===== src/rtl/pend_ctr.sv =====
// Pending-write counter for one register: counts reservations minus writebacks,
// holds at its limits and flags the offending request instead of wrapping.
module pend_ctr #(
    parameter int W_PEND = 2
) (
    input  logic              clk,
    input  logic              rst,
    input  logic              inc,
    input  logic              dec,
    output logic [W_PEND-1:0] cnt,
    output logic              full,
    output logic              err
);
    localparam logic [W_PEND-1:0] CNT_MAX = '1;

    logic [W_PEND-1:0] cnt_reg;
    logic [W_PEND-1:0] cnt_next;
    logic              ovf;
    logic              unf;

    always_comb begin
        // A writeback landing this cycle frees a slot, so it is not full then.
        full     = (cnt_reg == CNT_MAX) && !dec;
        ovf      = inc && full;
        unf      = dec && !inc && (cnt_reg == '0);
        err      = ovf || unf;
        cnt_next = cnt_reg;
        if (inc && !dec && !ovf)
            cnt_next = cnt_reg + 1'b1;
        else if (dec && !inc && !unf)
            cnt_next = cnt_reg - 1'b1;
    end

    always_ff @(posedge clk or negedge rst) begin
        if (!rst)
            cnt_reg <= '0;
        else
            cnt_reg <= cnt_next;
    end

    assign cnt = cnt_reg;
endmodule


===== src/rtl/regfile_sb.sv =====
// Register file with write-through read bypass and per-register pending-write
// scoreboard; raises reserved_o so decode can stall on read-after-write hazards.
module regfile_sb #(
    parameter int WORD   = 32,
    parameter int W_RN   = 3,
    parameter int NREG   = 2 ** W_RN,
    parameter int W_PEND = 2
) (
    input  logic            clk,
    input  logic            rst,
    input  logic [W_RN-1:0] r0_num_i,
    input  logic [W_RN-1:0] r1_num_i,
    output logic [WORD-1:0] r0_data_o,
    output logic [WORD-1:0] r1_data_o,
    input  logic            w_reserve_i,
    output logic            reserved_o,
    input  logic            wb_v_i,
    input  logic [W_RN-1:0] wb_num_i,
    input  logic [WORD-1:0] wb_data_i,
    output logic            full_o,
    output logic            err_o
);
    logic [WORD-1:0]   regs_reg [NREG];
    logic [W_PEND-1:0] pend_cnt [NREG];
    logic [NREG-1:0]   pend_inc;
    logic [NREG-1:0]   pend_dec;
    logic [NREG-1:0]   pend_full;
    logic [NREG-1:0]   pend_err;
    logic [NREG-1:0]   busy;
    logic              err_reg;

    genvar gi;
    generate
        for (gi = 0; gi < NREG; gi++) begin : g_reg
            assign pend_inc[gi] = w_reserve_i && (r0_num_i == W_RN'(gi));
            assign pend_dec[gi] = wb_v_i && (wb_num_i == W_RN'(gi));
            // Effective count excludes a writeback arriving this cycle, so the
            // stall releases with zero bubbles.
            assign busy[gi] = (pend_cnt[gi] != {{(W_PEND-1){1'b0}}, pend_dec[gi]});

            pend_ctr #(.W_PEND(W_PEND)) u_pend (
                .clk  (clk),
                .rst  (rst),
                .inc  (pend_inc[gi]),
                .dec  (pend_dec[gi]),
                .cnt  (pend_cnt[gi]),
                .full (pend_full[gi]),
                .err  (pend_err[gi])
            );

            always_ff @(posedge clk or negedge rst) begin
                if (!rst)
                    regs_reg[gi] <= '0;
                else if (pend_dec[gi])
                    regs_reg[gi] <= wb_data_i;
            end
        end
    endgenerate

    always_ff @(posedge clk or negedge rst) begin
        if (!rst)
            err_reg <= 1'b0;
        else if (|pend_err)
            err_reg <= 1'b1;
    end

    always_comb begin
        r0_data_o = (wb_v_i && wb_num_i == r0_num_i) ? wb_data_i : regs_reg[r0_num_i];
        r1_data_o = (wb_v_i && wb_num_i == r1_num_i) ? wb_data_i : regs_reg[r1_num_i];
    end

    assign reserved_o = busy[r0_num_i] || busy[r1_num_i];
    assign full_o     = pend_full[r0_num_i];
    assign err_o      = err_reg;
endmodule


===== config.mk =====
export PLATFORM = sky130hd
export DESIGN_NAME = regfile_sb
export DESIGN_NICKNAME = d
export VERILOG_FILES = /design/src/rtl/pend_ctr.sv /design/src/rtl/regfile_sb.sv
export SDC_FILE = /design/constraint.sdc
export NUM_CORES = 1
export LEC_CHECK = 0
export CORE_MARGIN = 1.5
export CORE_UTILIZATION = 32
export DETAILED_ROUTE_END_ITERATION = 10
export HOLD_SLACK_MARGIN = 0.08
export PLACE_DENSITY = 0.6
export SYNTH_ARGS = -nofsm -noshare
export SYNTH_HDL_FRONTEND = slang
export SYNTH_SLANG_ARGS = --single-unit
export TNS_END_PERCENT = 5

===== constraint.sdc =====
create_clock -name clk -period 4.35 [get_ports clk]
set_clock_uncertainty 0.05 [all_clocks]
set_input_delay 0.435 -clock clk [delete_from_list [all_inputs] [get_ports clk]]
set_output_delay 0.435 -clock clk [all_outputs]
set_load 0.05 [all_outputs]

After elaboration in Yosys (flattened, before gate mapping)
Index checks and enable logic that the tools add are counted.
Word-level totals
  logic and storage cells: 235
  input bits: 45
  register bits after elaboration: 273
Operators by class
  $add $sub $neg: 16
  bitwise operators: 2
  reductions and logical operators: 134
  $lt $le $gt $ge: 4
  equal/unequal tests: 32
  multiplexer cells: 30
Operators with widths (count)
  $bmux W32 S3: 2
  $mux W32: 6
  $logic_and A1 B1 Y1: 74
  $logic_not A1 Y1: 32
  $mux W2: 16
  $eq A3 B3 Y1 const B: 8
  $add A2 B1 Y2 const B: 8
  $eq A2 B2 Y1 const B: 8
  $logic_not A2 Y1: 8
  $ne A2 B1 Y1: 8
  $reduce_bool A2 Y1: 8
  $sub A2 B1 Y2 const B: 8
  $eq A3 B2 Y1 const B: 4
  $bmux W1 S3: 3
  $logic_or A1 B1 Y1: 9
  $ge A4 B4 Y1 const B: 2
  $lt A3 B4 Y1 const B: 2
  $not A3 Y4: 2
  $reduce_or A8 Y1: 1
  $eq A3 B1 Y1 const B: 2
  $eq A3 B3 Y1: 2
  $logic_not A3 Y1: 2
  $mux W1: 3

Logic depth before layout (Yosys ltp)
  depth in word-level cells: 9
  gate-level depth with buffers: 7

Hierarchy
A second synthesis with hierarchy kept.
Unflattened totals
  cell total of the unflattened synthesis: 1438
  area, all modules: 15605.0 um2
By module, submodules not included
  regfile_sb: times used 1, area an instance 14543.9 um2, seq. area each 6431.2 um2, cells an instance 1310
  pend_ctr: times used 8, area an instance 132.6 um2, seq. area each 50.0 um2, cells an instance 16

Worst setup path before layout
OpenSTA, ideal clock, no wires.
  kind: input-to-output
  from: in r1_num_i[0]
  to: out r1_data_o[10]
  data arrival time: 2253 ps
  buffers on the path: 3
  slack: 1612 ps
  cell stages on the path: 7
  cell sequence: buf_2 > buf_4 > xnor2_1 > nand4_1 > clkbuf_1 > nor2_1 > a21oi_1
On the way
  cells in the longest elaborated chain, start to end: 5
  elaborated cells on any way between the ends: 7
  those cells by class: eq/ne: 1; mux: 4; bitwise: 1; reduce/logical: 1
Ends and longest elaborated chain
  start: declaration: line regfile_sb.sv:12  | input logic [W_RN-1:0] r1_num_i,
  $not A3 Y4 (implied by the code): line regfile_sb.sv:69  | r1_data_o = (wb_v_i && wb_num_i == r1_num_i) ? wb_data_i : regs_reg[r1_num_i];
  $bmux W32 S3: line regfile_sb.sv:69
  $mux W32 (implied by the code) (2 in series): line regfile_sb.sv:69
  $mux W32 *: line regfile_sb.sv:69
  end: declaration: line regfile_sb.sv:14  | output logic [WORD-1:0] r1_data_o,
Every way passes the cells marked *; elsewhere a longest branch is shown, timed or not. The select of a mux whose other input is x is not followed.

Final worst setup path
  from: in wb_num_i[2]
  to: out r0_data_o[19]
On the way
  cells in the longest elaborated chain, start to end: 3
Ends and longest elaborated chain
  start: declaration: line regfile_sb.sv:18  | input logic [W_RN-1:0] wb_num_i,
  $eq A3 B3 Y1: line regfile_sb.sv:68  | r0_data_o = (wb_v_i && wb_num_i == r0_num_i) ? wb_data_i : regs_reg[r0_num_i];
  $logic_and A1 B1 Y1: line regfile_sb.sv:68
  $mux W32: line regfile_sb.sv:68
  end: declaration: line regfile_sb.sv:13  | output logic [WORD-1:0] r0_data_o,
No other way between the ends.

==> impl_metrics.json <==
{
  "die-area_um2": 50010,
  "synth_edf_count": 0,
  "cts_sinks": 273,
  "mostFrequentLayoutCell": "nand2_1",
  "grt_max_degree": 118,
  "hold_path.class": "in -> reg",
  "maxCapViolCount": 0,
  "clkSlewWorstSetupHoldPaths_ps": 60,
  "synthesis.area_um2": 15580,
  "synth_adder_area_share_pct": 0,
  "htreeDepth": 1,
  "final_area_um2": 18120,
  "dp_cells": 2195,
  "drt_iter0_markers": 1142,
  "layout_common_cells": "nand2_1 (593), dfrtp_1 (273), mux4_2 (128), buf_4 (92), nor2_1 (83)",
  "max_slew_margin_pct": 33.94,
  "crit_top_cell": "clkdlybuf4s50_1",
  "clock_path_buffers": 3,
  "synth-simple-area-share_pct": 19.76,
  "status": "finished, final reports clean",
  "n_antenna_cell": 0,
  "rsz0062_at_grt": "no",
  "grt-ovfl-total": 0,
  "wl_per_cell_um": 21.15,
  "synthDistinctLibCells": 45,
  "postRouteAntennaNets": 0,
  "internal_power_mw": 5.670,
  "cp_top_family": "buffers and inverters",
  "initial_core_util_pct": 32.55,
  "synthFlopType": "dfrtp_1",
  "grtUsageTotal_pct": 19.26,
  "antenna_found_initial": 3,
  "switching_share_pct": 34.36,
  "period_share_pct": 81.27,
  "combPwrFrac_pct": 30.6,
  "crit_fanout": 27,
  "cts_resized": 0,
  "synth_top_area_cell": "dfrtp_1",
  "ir_drop_mv": 0.2520,
  "grt_pass1_vias": 12350,
  "grtUsageMet2_pct": 31.71,
  "final_cells": 2249,
  "io_buffer_count": 111,
  "hold_start": "r0_num_i[1]",
  "worst_setup_path_start_kind": "primary input",
  "wl_um": 47570,
  "post-dp-hpwl_um": 28790,
  "root_buffer": "clkbuf_16",
  "critPathRequiredTime_ps": 3870,
  "worst_slew_pin_slew_ps": 990.8,
  "crit_chain": "clkdlybuf4s50_1 > xnor2_1 > nand4_1 > buf_4 > nor2_1 > a21oi_1 > clkdlybuf4s50_1",
  "fin_util_pct": 37.88,
  "cp.arrival_ps": 3050,
  "drive_gt1_share_pct": 21.85,
  "synth_top_area_share_pct": 43.86,
  "num_vias": 12100,
  "fmax_mhz": 282.9,
  "synthTopCellsByArea": "dfrtp_1 (44%), mux4_2 (19%), nand2_1 (14%)",
  "max_stage_delay_ps": 880,
  "dpl_cell_area_um2": 17140,
  "synth_area_per_cell_um2": 9.934,
  "cts_buffers": 30,
  "fillers": 4637,
  "p_per_area_nw_per_um2": 476.6,
  "grt_busiest_layer": "met2",
  "path_class": "in -> out",
  "firstDrtPassIters": 7,
  "hold_violations": 0,
  "ys_async_sr_fraction_pct": 100.0,
  "gp_congestion": 0.7871,
  "slew_viol_final": 0,
  "worstReg2RegStart": "g_reg[6].u_pend.cnt[0]",
  "grt_pass1_wl_um": 74510,
  "syn_nets": 1613,
  "yosysWarnings": 0,
  "rows": 80,
  "synth_top_family_by_area": "multiplexers",
  "post_cts_buffers": 0,
  "p_leak_nw": 8.342,
  "finalSetupViolCount": 0,
  "synth_xor_area_share_pct": 0.3374,
  "critPathSlowestCell": "clkdlybuf4s50_1",
  "seq_power_share_pct": 39.7,
  "use_met3_pct": 2.964,
  "largest_reg_flops": 256,
  "final.min_clock_period_ps": 3535,
  "synth_compound_gate_area_share_pct": 4.217,
  "drcViolationCount": 0,
  "synthMuxAreaShare_pct": 27.89,
  "yosysSeqAreaShare_pct": 43.86,
  "crit_start": "wb_num_i[2]",
  "p_sw_mw": 2.968,
  "clkPwrFrac_pct": 29.6,
  "cts_tree": "built",
  "cp-end-kind": "output port",
  "avgViaCountPerCell": 5.381,
  "die_w_um": 223.6,
  "io_pins": 112,
  "cp_num_buf_inv": 3,
  "clk_latency_ps": 570,
  "core_region_area_um2": 47850,
  "syn2layout_area_growth_pct": 16.35,
  "nNetsFinal": 1658,
  "netlist_instances": 1568,
  "setup_tns_ps": 0,
  "die_h_um": 223.6,
  "ys_ff_latch": 273,
  "r2r_slack_ps": 2880,
  "met1_usage_pct": 26.55
}
cell type report:
cell class                      count  area (um^2)  share of cell area [%]
Clock buffer                       44        904.6                   4.992
Clock inverter                      9        72.57                  0.4004
Inverter                           11        41.29                  0.2278
Multi-Input combinational cell   1143         8157                   45.01
Sequential cell                   273         6832                   37.70
Tap cell                          615        769.5                   4.246
Timing Repair Buffer              154         1346                   7.429
power groups by stage:
stage	registers [mW]	clock network, mW	logic (mW)
after floorplan	3.34	0	1.95
after detailed placement	3.46	0	2.66
after CTS	3.42	2.61	2.67
after global placement	3.41	0	2.62
after global routing	3.50	2.70	2.85
final	3.43	2.56	2.65
metal layers:
layer	routed length [um]	share of wire, %
met1	20610	43
met2	22860	48
met3	3159	6.6
met4	889	1.9
met5	46	0.097
cells in the mapped netlist (3+ instances only):
cell type  count
a21oi_1       79
a31oi_1        3
and4b_1        3
buf_1         10
buf_2         31
clkbuf_1      99
dfrtp_1      273
inv_1          9
mux2_2        64
mux2i_1       74
mux4_2       128
nand2_1      593
nand2b_1      15
nand3_1        9
nand4_1        8
nand4b_1       6
nand4bb_1      3
nor2_1        83
nor3_1         5
nor4_1         3
o21ai_0       19
o221ai_1       4
o22ai_1        3
or2_2         10
xnor2_1        6
path summary, 6_finish.rpt:
check                                endpoint  cells past startpoint
worst max-delay path            r0_data_o[19]                      7
worst min-delay path                    err_o                      3
worst max register to register          err_o                      4
worst min register to register  regs_reg[253]                      2
max in group asynchronous       regs_reg[179]                      3
min in group asynchronous       regs_reg[155]                      2
timing repair:
action,CTS,global route
endpoints found under the setup margin,0,0
hold buffers,1,0
hold endpoints to repair,114,0
worst min-delay path: stages:
cell,delay (ps)
buf_4,270
a21oi_1,190
o311ai_1,110
cell families after synthesis:
kind of cell / Yosys count
buf+inv: 152
mux: 266
simple gates: 751
compound gates: 120
xor+xnor: 6
flops: 273
per-stage QoR:
stage | setup WS, ps | power (mW) | hold slack [ps]
2_1_floorplan | 1612 | 5.291 | 89.41
3_3_place_gp | 840.4 | 6.033 | 420.8
3_5_place_dp | 813.9 | 6.123 | 430.8
4_1_cts | 802.9 | 8.700 | 432.0
5_1_grt | 604.5 | 9.055 | 462.2
6_report | 814.7 | 8.637 | 436.3
(Power assumes the default switching activity.)
